`config.mk`:
```
export PLATFORM = sky130hd
export DESIGN_NAME = io_input_debouncer
export DESIGN_NICKNAME = d
export VERILOG_FILES = /design/src/rtl/io_board_pkg.sv /design/src/rtl/debounce_bit.sv /design/src/rtl/io_input_debouncer.sv
export SDC_FILE = /design/constraint.sdc
export NUM_CORES = 1
export LEC_CHECK = 0
export CAP_MARGIN = 30
export CORE_MARGIN = 2
export CORE_UTILIZATION = 59
export DETAILED_ROUTE_END_ITERATION = 8
export PLACE_DENSITY = 0.91
export SLEW_MARGIN = 20
export SYNTH_ARGS = -nofsm -noshare
export SYNTH_HDL_FRONTEND = slang
export SYNTH_SLANG_ARGS = --single-unit
```
`constraint.sdc`:
```
create_clock -name clk -period 3.2 [get_ports clk]
set_input_delay 0.48 -clock clk [delete_from_list [all_inputs] [get_ports clk]]
set_output_delay 0.48 -clock clk [all_outputs]
set_load 0.01 [all_outputs]
```
`src/rtl/io_board_pkg.sv`:
```
// Shared constants and types for the IO-board driver/debouncer pair.
package io_board_pkg;

  localparam int N_BTN_DEFAULT        = 5;
  localparam int N_DIP_DEFAULT        = 24;
  localparam int N_LED                = 24;
  localparam int TICK_DIV_DEFAULT     = 100000;
  localparam int STABLE_TICKS_DEFAULT = 10;

  typedef struct packed {
    logic level;
    logic rise;
    logic fall;
  } db_out_t;

endpackage

```
`src/rtl/debounce_bit.sv`:
```
// One debounced input: two-flop synchroniser, tick-gated stability counter,
// level register and registered rise/fall strobes.
module debounce_bit
  import io_board_pkg::*;
#(
  parameter int STABLE_TICKS = STABLE_TICKS_DEFAULT,
  parameter bit INVERT       = 1'b0
) (
  input  logic    clk,
  input  logic    reset,
  input  logic    raw_i,
  input  logic    tick_i,
  output db_out_t db_o
);

  localparam int              CW       = $clog2(STABLE_TICKS + 1);
  localparam logic [CW-1:0]   CNT_LAST = CW'(STABLE_TICKS - 1);

  logic          sync1_q, sync2_q;
  logic [CW-1:0] cnt_q, cnt_d;
  logic          level_q, level_d;
  logic          rise_q, rise_d;
  logic          fall_q, fall_d;

  // Any sample matching the current level restarts the stability count.
  always_comb begin
    cnt_d   = cnt_q;
    level_d = level_q;
    rise_d  = 1'b0;
    fall_d  = 1'b0;
    if (tick_i) begin
      if (sync2_q == level_q) begin
        cnt_d = '0;
      end else if (cnt_q == CNT_LAST) begin
        level_d = sync2_q;
        cnt_d   = '0;
        rise_d  = sync2_q;
        fall_d  = ~sync2_q;
      end else begin
        cnt_d = cnt_q + CW'(1);
      end
    end
  end

  always_ff @(posedge clk) begin
    if (reset) begin
      sync1_q <= 1'b0;
      sync2_q <= 1'b0;
      cnt_q   <= '0;
      level_q <= 1'b0;
      rise_q  <= 1'b0;
      fall_q  <= 1'b0;
    end else begin
      sync1_q <= raw_i ^ INVERT;
      sync2_q <= sync1_q;
      cnt_q   <= cnt_d;
      level_q <= level_d;
      rise_q  <= rise_d;
      fall_q  <= fall_d;
    end
  end

  assign db_o.level = level_q;
  assign db_o.rise  = rise_q;
  assign db_o.fall  = fall_q;

endmodule

```
`src/rtl/io_input_debouncer.sv`:
```
// Debouncer for the IO board's pushbuttons and DIP switches: one shared
// sample tick feeding a debounce_bit per input pin.
module io_input_debouncer
  import io_board_pkg::*;
#(
  parameter int TICK_DIV       = TICK_DIV_DEFAULT,
  parameter int STABLE_TICKS   = STABLE_TICKS_DEFAULT,
  parameter int N_BTN          = N_BTN_DEFAULT,
  parameter int N_DIP          = N_DIP_DEFAULT,
  parameter int BTN_ACTIVE_LOW = 0
) (
  input  logic             clk,
  input  logic             reset,
  input  logic [N_BTN-1:0] btn_raw,
  input  logic [N_DIP-1:0] dip_raw,
  output logic [N_BTN-1:0] btn_level,
  output logic [N_BTN-1:0] btn_press,
  output logic [N_BTN-1:0] btn_release,
  output logic [N_DIP-1:0] dip_level,
  output logic             dip_changed
);

  localparam int            TW        = $clog2(TICK_DIV);
  localparam logic [TW-1:0] TICK_LAST = TW'(TICK_DIV - 1);

  logic [TW-1:0]    tick_q, tick_d;
  logic             tick;
  db_out_t          btn_db [N_BTN];
  db_out_t          dip_db [N_DIP];
  logic [N_DIP-1:0] dip_upd;

  assign tick   = (tick_q == TICK_LAST);
  assign tick_d = tick ? '0 : tick_q + TW'(1);

  always_ff @(posedge clk) begin
    if (reset) begin
      tick_q <= '0;
    end else begin
      tick_q <= tick_d;
    end
  end

  for (genvar gi = 0; gi < N_BTN; gi++) begin : g_btn
    debounce_bit #(
      .STABLE_TICKS(STABLE_TICKS),
      .INVERT      (BTN_ACTIVE_LOW != 0)
    ) u_db (
      .clk   (clk),
      .reset (reset),
      .raw_i (btn_raw[gi]),
      .tick_i(tick),
      .db_o  (btn_db[gi])
    );
    assign btn_level[gi]   = btn_db[gi].level;
    assign btn_press[gi]   = btn_db[gi].rise;
    assign btn_release[gi] = btn_db[gi].fall;
  end

  for (genvar gi = 0; gi < N_DIP; gi++) begin : g_dip
    debounce_bit #(
      .STABLE_TICKS(STABLE_TICKS),
      .INVERT      (1'b0)
    ) u_db (
      .clk   (clk),
      .reset (reset),
      .raw_i (dip_raw[gi]),
      .tick_i(tick),
      .db_o  (dip_db[gi])
    );
    assign dip_level[gi] = dip_db[gi].level;
    assign dip_upd[gi]   = dip_db[gi].rise | dip_db[gi].fall;
  end

  // The per-bit strobes are already registered, so the OR lines up with the level edge.
  assign dip_changed = |dip_upd;

endmodule

```
==> impl_metrics.env, run 1 <==
export IMPL_status="complete, no violations"
export IMPL_grt_pass1_wl_um=42100
export IMPL_num_rows=52
export IMPL_die_x_um=147
export IMPL_cts_hold_fix_buffers=0
export IMPL_fillCellCount=1476
export IMPL_die_area_um2=21500
export IMPL_clockBufferDepth=3
export IMPL_worstSetupPathType="flop to output pin"
export IMPL_dp_cells=1587
export IMPL_pwr_share_comb_pct=2.5
export IMPL_hold_class="primary input to flop"
export IMPL_fmax_mhz=342
export IMPL_grt_util_met1_pct=28.4
export IMPL_area_growth_pct=12.5
export IMPL_dpl_hpwl_um=15200
export IMPL_cts_root_buf="clkbuf_16"
export IMPL_antenna_found_initial=0
export IMPL_min_period_over_period_pct=91.4
export IMPL_utilization_pct=67.1
export IMPL_fin_worst_skew_ps=6.64
export IMPL_first_pass_iters=5
export IMPL_overflow=0
export IMPL_ys_warn_count=0
export IMPL_yosysSeqAreaShare_pct=46.4
export IMPL_critPathMaxFanout=1
export IMPL_layout_min_cycle_time_ps=2920
export IMPL_clkPwrFrac_pct=46.7
export IMPL_finalNonFillerCells=1639
export IMPL_p_leak_nw=4.89
export IMPL_tritoncts="yes"
export IMPL_use_met3_pct=3.44
export IMPL_rsz0062_at_grt="false"
export IMPL_cts_setup_buffers=0
export IMPL_end_kind="output pin"
export IMPL_initial_core_util_pct=59.6
export IMPL_path_buf_inv=1
export IMPL_crit_required_ps=2720
export IMPL_synth_net_count=1433
export IMPL_clkSinkCount=278
export IMPL_slew_violations=0
export IMPL_die_h_um=147
export IMPL_first_iter_violations=576
export IMPL_synthFlopType="dfxtp_1"
export IMPL_setup_viol=0
export IMPL_worstMarginPinSlew_ps=746
export IMPL_critical_path_arrival_ps=2440
export IMPL_fin_nets=1436
export IMPL_num_antenna_cells=0
export IMPL_routed_wl_um=25400
export IMPL_wl_per_cell_um=15.5
export IMPL_h_tree_depth=1
export IMPL_core_um2=20100
export IMPL_yosys_cell_types_count=39
export IMPL_synth_async_reset_ratio_pct=0
export IMPL_port_buffers=70
export IMPL_slew_headroom_pct=50.3
export IMPL_synth_edff_count=0
export IMPL_post_dp_cell_area_um2=12500
export IMPL_drv_cap=0
export IMPL_multi_input_area_um2=5520
export IMPL_crit_family="simple AND/OR/NAND/NOR gates"
export IMPL_peakVddDrop_mv=0.366
export IMPL_antenna_left=0
export IMPL_switching_share_pct=20.8
export IMPL_gp_congestion=0.805
export IMPL_p_int_mw=5.49
export IMPL_p_sw_mw=1.44
export IMPL_vias=9551
export IMPL_use_met2_pct=40.8
export IMPL_p_per_area_nw_per_um2=514
export IMPL_syn_avg_cell_area_um2=8.91
export IMPL_netlist_area_um2=12000
export IMPL_first_global_vias=9187
export IMPL_drive_above_1_share_pct=4.38
export IMPL_grt_max_degree=149
export IMPL_finalSetupTns_ps=0
export IMPL_clk_pin_slew_ps=60
export IMPL_cts_inserted_buffers=28
export IMPL_synth_seq_cells=278
export IMPL_pwr_share_seq_pct=50.9
export IMPL_seqCellArea_um2=5570
export IMPL_ctsResizeCount=0
export IMPL_worstSkewPairLatency_ps=540
export IMPL_critPathSlowestCell="nor4_1"
export IMPL_grt_usage_pct=22.9
export IMPL_viasPerCell=5.83
export IMPL_hold_viol=0
export IMPL_syn_inst=1345
export IMPL_slowest_delay_ps=550
export IMPL_drc=0
export IMPL_design_area_um2=13500
export IMPL_path_cells="nor4_1 > nand4_1 > or3_1 > clkdlybuf4s50_1"
export IMPL_boundaryPins=71
export IMPL_top_usage_layer="met2"
export IMPL_crit_path_start_kind="flop"
state kept, by name (all words and copies together), names as in the netlist:
register	count
g_btn.u_db.rise_q	5
g_dip.u_db.rise_q	24
g_btn.u_db.cnt_q	20
g_btn.u_db.sync1_q	5
g_btn.u_db.sync2_q	5
g_dip.u_db.level_q	24
tick_q	17
g_dip.u_db.sync1_q	24
g_dip.u_db.fall_q	24
g_btn.u_db.fall_q	5
g_dip.u_db.sync2_q	24
g_dip.u_db.cnt_q	96
g_btn.u_db.level_q	5
cells in the final DEF, fill, tap and decap left out, types with 35 or more instances in the layout:
cell type        count
dfxtp_1            278
nor2_1             130
a21oi_1            114
nor4_1              97
inv_1               85
clkdlybuf4s50_1     69
nor2b_1             61
o21ai_0             57
ha_1                57
or4_1               53
nand2_1             44
nand3_1             42
xor2_1              35
power groups by stage:
stage,sequential (mW),combinational (mW),clock [mW]
finish,3.52,0.172,3.24
global route,3.53,0.190,3.41
detailed placement,3.60,0.170,0
CTS,3.52,0.173,3.28
floorplan,3.59,0.105,0
global placement,3.60,0.165,0
final timing paths:
check | start | end | slack (ps) | cells past startpoint
worst min-delay path | reset | g_dip[10].u_db.cnt_q[3] | 220 | 2
worst max-delay path | g_dip[3].u_db.fall_q | dip_changed | 280 | 4
worst min register to register | g_dip[11].u_db.sync1_q | g_dip[11].u_db.sync2_q | 440 | 1
worst max register to register | tick_q[11] | g_dip[20].u_db.cnt_q[3] | 410 | 6
stage by stage:
step                      power, mW  setup slack, ps  hold slack [ps]
after floorplan                3.70              855              414
after global placement         3.76              539              420
after detailed placement       3.77              460              423
after CTS                      6.97              281              213
after global routing           7.13              180              223
final                          6.93              277              221
cell families (layout without fill, tap and decap cells):
| family | Yosys count | in the layout | synth area share [%] |
|---|---|---|---|
| flip-flops | 278 | 278 | 46.4 |
| adder cells (fa/ha/maj) | 57 | 57 | 5.95 |
| AO/OA/AOI/OAI | 175 | 175 | 7.38 |
| buffers and inverters | 191 | 215 | 7.55 |
| multiplexers | 29 | 29 | 2.42 |
| XOR/XNOR | 45 | 45 | 3.29 |
| AND/OR/NAND/NOR | 570 | 570 | 27.0 |
synth_stat cells, types with 30 or more instances:
cell type | number | area [um^2]
xor2_1 | 35 | 307
o21ai_0 | 57 | 285
and3_1 | 32 | 200
ha_1 | 57 | 713
nor3_1 | 30 | 150
a21oi_1 | 114 | 571
buf_4 | 39 | 293
nand2_1 | 44 | 165
nor2b_1 | 61 | 382
dfxtp_1 | 278 | 5570
nand3_1 | 43 | 215
nor2_1 | 130 | 488
nor4_1 | 97 | 607
inv_1 | 85 | 319
clkbuf_1 | 57 | 214
or4_1 | 53 | 398
metal layers:
metal  vias up  part of all wire (%)
met2       251                    50
li1       4678                     -
met3        43                   5.1
met1      4579                    43
met5         -                     0
met4         0                   2.1
area by class of cell:
| cell class | count | area share (%) |
|---|---|---|
| clock buffers | 43 | 6.36 |
| clock inverters | 8 | 0.482 |
| repair buffers | 79 | 6.08 |
| well taps | 270 | 2.50 |
| multi-input cells | 876 | 41.0 |
| flip-flops and latches | 278 | 41.3 |
| inverters | 85 | 2.37 |
Power figures use the tool's default switching activity.
==> run 2: changes to the inputs <==
Settings changed: ABC_CLOCK_PERIOD_IN_PS set to 3200, GPL_ROUTABILITY_DRIVEN set to 1.
==> results of run 2 <==
The final DEF is identical to that of run 1; final timing and power are the same.
==> patch 1: new RTL, flow settings as in run 2 <==
Reset style: asynchronous (`reset`), changed in 2 clocked blocks.
--- a/src/rtl/debounce_bit.sv
+++ b/src/rtl/debounce_bit.sv
@@ -44,3 +44,3 @@
 
-  always_ff @(posedge clk) begin
+  always_ff @(posedge clk or posedge reset) begin
     if (reset) begin
--- a/src/rtl/io_input_debouncer.sv
+++ b/src/rtl/io_input_debouncer.sv
@@ -34,3 +34,3 @@
 
-  always_ff @(posedge clk) begin
+  always_ff @(posedge clk or posedge reset) begin
     if (reset) begin
Check against the original RTL: no difference found for any inputs over 10 cycles, from zero or initial values and one cycle with reset high; that may be too few to reach the edited logic, so the function may still have changed.
==> patch 1 against run 2 <==
  * Worst hold slack gained 0.13 ns
  * Final area grew 9.7%
  * Non-clock buffer count grew 9
  * Setup slack lost 0.15 ns
  * Highest routed layer unchanged
  * Critical path depth is the same
  * Area after synthesis grew 8.5%
  * Sequential cell count is the same
  * Critical path type unchanged
  * Critical endpoint unchanged
  * Total power grew 5.6%
  * Wire length grew 15%
  * First-iteration DRC count shrank 2.3%
  * Count of clock-buffer cells in the layout shrank 13
==> patch 1: results (changes against run 2) <==
stage;metric;value;unit;change
run_status;status;completed;;
cells_and_area;share of layout cells above drive strength 1;8.36;%;+4.0 points
worst_hold_path;worst hold path endpoint;g_dip[6].u_db.sync2_q$_DFF_PP0_;;
grt;total track usage;25.0;%;+2.1 points
critical_path;Worst path max stage delay;0.51;ns;-0.04 ns
sta;Clock Skews;0.0186;ns;+0.0119 ns
pwr;static leakage;6.39;nW;+31%
clock_network;Clock Path Buffers;3;;unchanged
worst_hold_path;Hold Startpoint;g_dip[6].u_db.sync1_q$_DFF_PP0_;;
detailed_routing;Routed wire per std cell;19.3;µm;+24%
synthesis;net count after synthesis;1269;;-11%
critical_path;Worst Setup EP;dip_changed;;
detailed_routing;number of remaining DRC errors;0;;unchanged
detailed_routing;Initial DRC Count;563;;-2.3%
critical_path;worst-path maximum fanout;1;;unchanged
synthesis;Ys Warns;0;;unchanged
grt;initial antenna violation count;0;;unchanged
grt;largest net degree at the start of global routing;84;;-44%
critical_path;CP max-delay cell;clkdlybuf4s50_1;;
critical_path;Reg2Reg Capture Point;g_dip[14].u_db.cnt_q[3]$_DFFE_PP0N_;;
synthesis;sequential-to-total area share from yosys stat;53.5;%;+7.1 points
grt;first-pass GRT wire length;48700;µm;+16%
synthesis;Commonest cells post-synth;dfrtp_1 (278), o21ai_0 (110), nand2b_1 (66);;
cells_and_area;Ant. Diodes;0;;unchanged
clock_network;Clock transition at path regs;0.06;ns;about the same
synthesis;main flop type after synthesis;dfrtp_1;;
synthesis;largest cells by area after synthesis;dfrtp_1 (54%), ha_1 (5.3%), o21ai_0 (4.2%), o31ai_1 (3.5%), nand2b_1 (3.2%);;
critical_path;crit path from;g_dip[0].u_db.fall_q$_DFF_PP0_;;
cells_and_area;Largest Register;g_dip.u_db.cnt_q;;
critical_path;FF-to-FF setup slack;0.42;ns;
placement;hpwl dp;17400;µm;+15%
clock_network;Post-CTS Repair Setup Buffers;0;;unchanged
worst_hold_path;worst hold path depth;0;;-2
clock_network;CTS root buffer;clkbuf_16;;
clock_network;CTS buffer count;28;;unchanged
pwr;VDD IR max;0.389;mV;+6.4%
synthesis;asr flop ratio synth;100;%;+100 points
clock_network;clk_lat worst skew;0.55;ns;
placement;PortBufs;70;;unchanged
critical_path;Reg2Reg Launch Point;tick_q[0]$_DFF_PP0_;;
cells_and_area;max reg flops;96;;unchanged
pwr;total internal power;5.77;mW;+5.0%
pwr;clock group share of total power;48.8;%;+2.1 points
placement;post-placement cell area;0.0138;mm²;+9.8%
critical_path;family with the most delay on the worst path;simple AND/OR/NAND/NOR gates;;
detailed_routing;Vias;9646;;+0.99%
grt;vias in the first global route;9866;;+7.4%
placement;Final Wtd Congestion;0.861;;+7.0%
sta;worst-margin pin slew;0.641;ns;-0.104 ns
synthesis;Netlist cell types;44;;+13%
critical_path;r2r worst-path depth;6;;unchanged
critical_path;Critical Path AT;2.59;ns;+0.15 ns
sta;Hold Slack;0.347;ns;+0.126 ns
clock_network;H-tree depth;1;;unchanged
worst_hold_path;Hold Crit Class;register to register;;
clock_network;post_cts resized;0;;unchanged
detailed_routing;Pre-antenna DRT Iters;5;;unchanged
[patch 1: cell count changes after synthesis, moves of 58 or more]
cell,change
o31ai_1,+59
dfxtp_1,-278
dfrtp_1,+278
nor2b_1,-58
nand2b_1,+61
nor4_1,-69
a21oi_1,-88
nor2_1,-118
[patch 1: through the flow]
stage | std cells | setup WS, ns | TNS [ns]
2_1_floorplan | 1183 | -0.959 | -266.70
3_3_place_gp | 1460 | 0.712 | 0
3_5_place_dp | 1460 | 0.694 | 0
4_1_cts | 1512 | 0.0752 | 0
5_1_grt | 1512 | 0.0759 | 0
6_report | 1512 | 0.132 | 0
[patch 1: power groups by stage]
| stage | Sequential [mW] | Combinational [mW] | Clock, mW |
|---|---|---|---|
| after floorplan | 3.63 | 0.101 | 0 |
| after global placement | 3.64 | 0.175 | 0 |
| after detailed placement | 3.64 | 0.178 | 0 |
| after CTS | 3.57 | 0.181 | 3.63 |
| after global routing | 3.57 | 0.201 | 3.78 |
| final | 3.57 | 0.176 | 3.57 |
[patch 1: final cells by class]
cell class,instances,area (µm²)
fillers,1467,6950
clock inverters,22,299
multi-input cells,770,5400
repair buffers,88,898
well taps,280,350
flip-flops and latches,278,6960
inverters,44,169
clock buffers,30,728
[patch 1: kinds of logic (layout without fill, tap and decap cells)]
logic type	Yosys count	after routing	synth area share (%)
compound gates	284	284	13.9
xor+xnor	36	36	2.43
fa+ha+maj	55	55	5.29
buf+inv	135	184	5.20
flops	278	278	53.5
mux	20	20	1.71
simple gates	375	375	18.0
[patch 1: per-layer routing]
metal  up-vias  wire [µm]  global-route usage (%)
li1       4372          -                       -
met1      4834      12100                    33.1
met2       357      14400                    42.3
met3        83       1760                    3.92
met4         0        888                    9.30
met5         -          0                       0
==> patch 2: new RTL, config.mk and constraints of run 2 <==
Made on the original files. Set the package constant `STABLE_TICKS_DEFAULT` to 5 (it was 10).
--- a/src/rtl/io_board_pkg.sv
+++ b/src/rtl/io_board_pkg.sv
@@ -7,3 +7,3 @@
   localparam int TICK_DIV_DEFAULT     = 100000;
-  localparam int STABLE_TICKS_DEFAULT = 10;
+  localparam int STABLE_TICKS_DEFAULT = 5;
 
Function: same outputs for any inputs over 10 cycles, from zero or initial values and one cycle with reset high; that may be too few to reach the edited logic, so the function may still have changed.
==> patch 2 against run 2 <==
  * Combinational power fell by 16%
  * Wire length down 18%
  * Via count shrank 17%
  * Sequential share of layout area rose by 0.64 points
  * Area after synthesis down 14%
  * Count of clock-buffer cells in the layout down 12
  * Total power fell by 4.2%
  * Utilization up 1.9 points
  * Synthesized cell count shrank 16%
  * Final area shrank 12%
  * Setup slack better by 0.093 ns
  * Global-route usage is 0.39 points lower
  * Sequential cell count fell by 29
  * Critical path type unchanged
==> patch 2: results (changes against run 2) <==
stage;metric;value;unit;change
run_status;status;completed;;
detailed_routing;Routed wire per std cell;15.0;µm;-3.1%
grt;vias in the first global route;7598;;-17%
synthesis;Commonest cells post-synth;dfxtp_1 (249), a21oi_1 (127), inv_1 (91);;
grt;global routing usage on met2;41.0;%;+0.17 points
grt;grt met1 use;26.7;%;-1.7 points
synthesis;sequential-to-total area share from yosys stat;48.1;%;+1.7 points
sta;worst-margin pin slew;0.680;ns;-0.0663 ns
detailed_routing;vias per cell;5.71;;-2.1%
cells_and_area;nets;1238;;-14%
critical_path;CP max-delay cell;clkdlybuf4s50_1;;
critical_path;family with the most delay on the worst path;simple AND/OR/NAND/NOR gates;;
synthesis;largest cells by area after synthesis;dfxtp_1 (48%), ha_1 (7.1%), a21oi_1 (6.1%), nor2b_1 (3.5%), inv_1 (3.3%);;
grt;initial antenna violation count;0;;unchanged
sta;Clock Skews;0.0233;ns;+0.0167 ns
critical_path;Critical Path AT;2.35;ns;-0.09 ns
placement;Final Wtd Congestion;0.885;;+10%
synthesis;net count after synthesis;1223;;-15%
detailed_routing;Pre-antenna DRT Iters;5;;unchanged
detailed_routing;Initial DRC Count;551;;-4.3%
cells_and_area;Ant. Diodes;0;;unchanged
critical_path;Worst path max stage delay;0.49;ns;-0.06 ns
pwr;VDD IR max;0.435;mV;+19%
grt;largest net degree at the start of global routing;88;;-41%
clock_network;Clock transition at path regs;0.06;ns;about the same
placement;hpwl dp;12900;µm;-15%
sta;fin. max-slew vios;0;;unchanged
grt;first-pass GRT wire length;34900;µm;-17%
synthesis;main flop type after synthesis;dfxtp_1;;
critical_path;worst-path maximum fanout;1;;unchanged
cells_and_area;max reg flops;72;;-25%
cells_and_area;share of layout cells above drive strength 1;4.88;%;+0.50 points
grt;M3 GR Usage;3.74;%;+0.30 points
pwr;static leakage;4.10;nW;-16%
sta;# setup viols final;0;;unchanged
synthesis;Netlist cell types;29;;-26%
grt;total track usage;22.5;%;-0.39 points
clock_network;CTS root buffer;clkbuf_16;;
synthesis;asr flop ratio synth;0;%;unchanged
clock_network;CTS buffer count;26;;-7.1%
## patch 2: changes by cell type after synthesis, sizes merged, moves of 32 or more
| cell | change |
|---|---|
| nand2 | +46 |
| nor2 | -109 |
| nor4 | -50 |
| or4 | -51 |
| and3 | -32 |
## patch 2: timing repair
action | in CTS | in global routing
endpoints found under the hold margin | 0 | 0
setup buffers | 0 | 0
endpoints found under the setup margin | 0 | 1
resized for setup | 0 | 1
## patch 2: worst paths after layout
check	from	endpoint	slack, ns	depth (start not counted)
worst max-delay path	g_dip[9].u_db.rise_q$_SDFF_PP0_	dip_changed	0.37	4
worst min-delay path	reset	g_dip[8].u_db.sync1_q$_SDFF_PP0_	0.33	2
worst max register to register	tick_q[10]$_SDFF_PP0_	g_dip[6].u_db.level_q$_SDFFE_PP0P_	0.54	5
worst min register to register	g_dip[19].u_db.sync1_q$_SDFF_PP0_	g_dip[19].u_db.sync2_q$_SDFF_PP0_	0.43	1
## patch 2: area by class of cell
class	instances	area, µm²
inverters	91	342
repair buffers	78	800
clock inverters	16	287
clock buffers	31	679
fillers	1193	5340
well taps	225	282
flip-flops and latches	249	4980
multi-input cells	702	4520
## patch 2: through the flow
stage	instances	hold WS, ns	instance area (µm²)	utilization, %	worst slack [ns]
2_1_floorplan	1133	0.414	10400	-	0.992
3_3_place_gp	1345	0.422	10900	63.4	0.669
3_5_place_dp	1345	0.423	10900	63.4	0.620
4_1_cts	1392	0.316	11900	69.0	0.149
5_1_grt	1392	0.344	11900	69.0	0.239
6_report	1392	0.330	11900	69.0	0.369
## patch 2: worst reg2reg max path: stages (launching register included)
cell	delay, ns
dfxtp_1	0.46
or4bb_1	0.59
or4_4	0.69
buf_12	0.32
or3_1	0.40
a21oi_1	0.15
## patch 2: cells by family after synthesis
group           after synthesis  synth area share, %
xor+xnor                     44                 3.72
buf+inv                     182                 8.34
fa+ha+maj                    59                 7.12
compound gates              196                 9.73
simple gates                403                 23.0
flops                       249                 48.1
## patch 2: routing by layer
metal	part of all wire [%]	wire [µm]
met1	41	8620
met2	51	10700
met3	5.3	1110
met4	2.5	528
met5	0	0
## patch 2: report_power, final
group          switching [mW]  leakage [nW]  internal [mW]
logic                  0.0756          1.61         0.0681
clock network            1.25         0.465           2.09
registers              0.0226          2.02           3.14
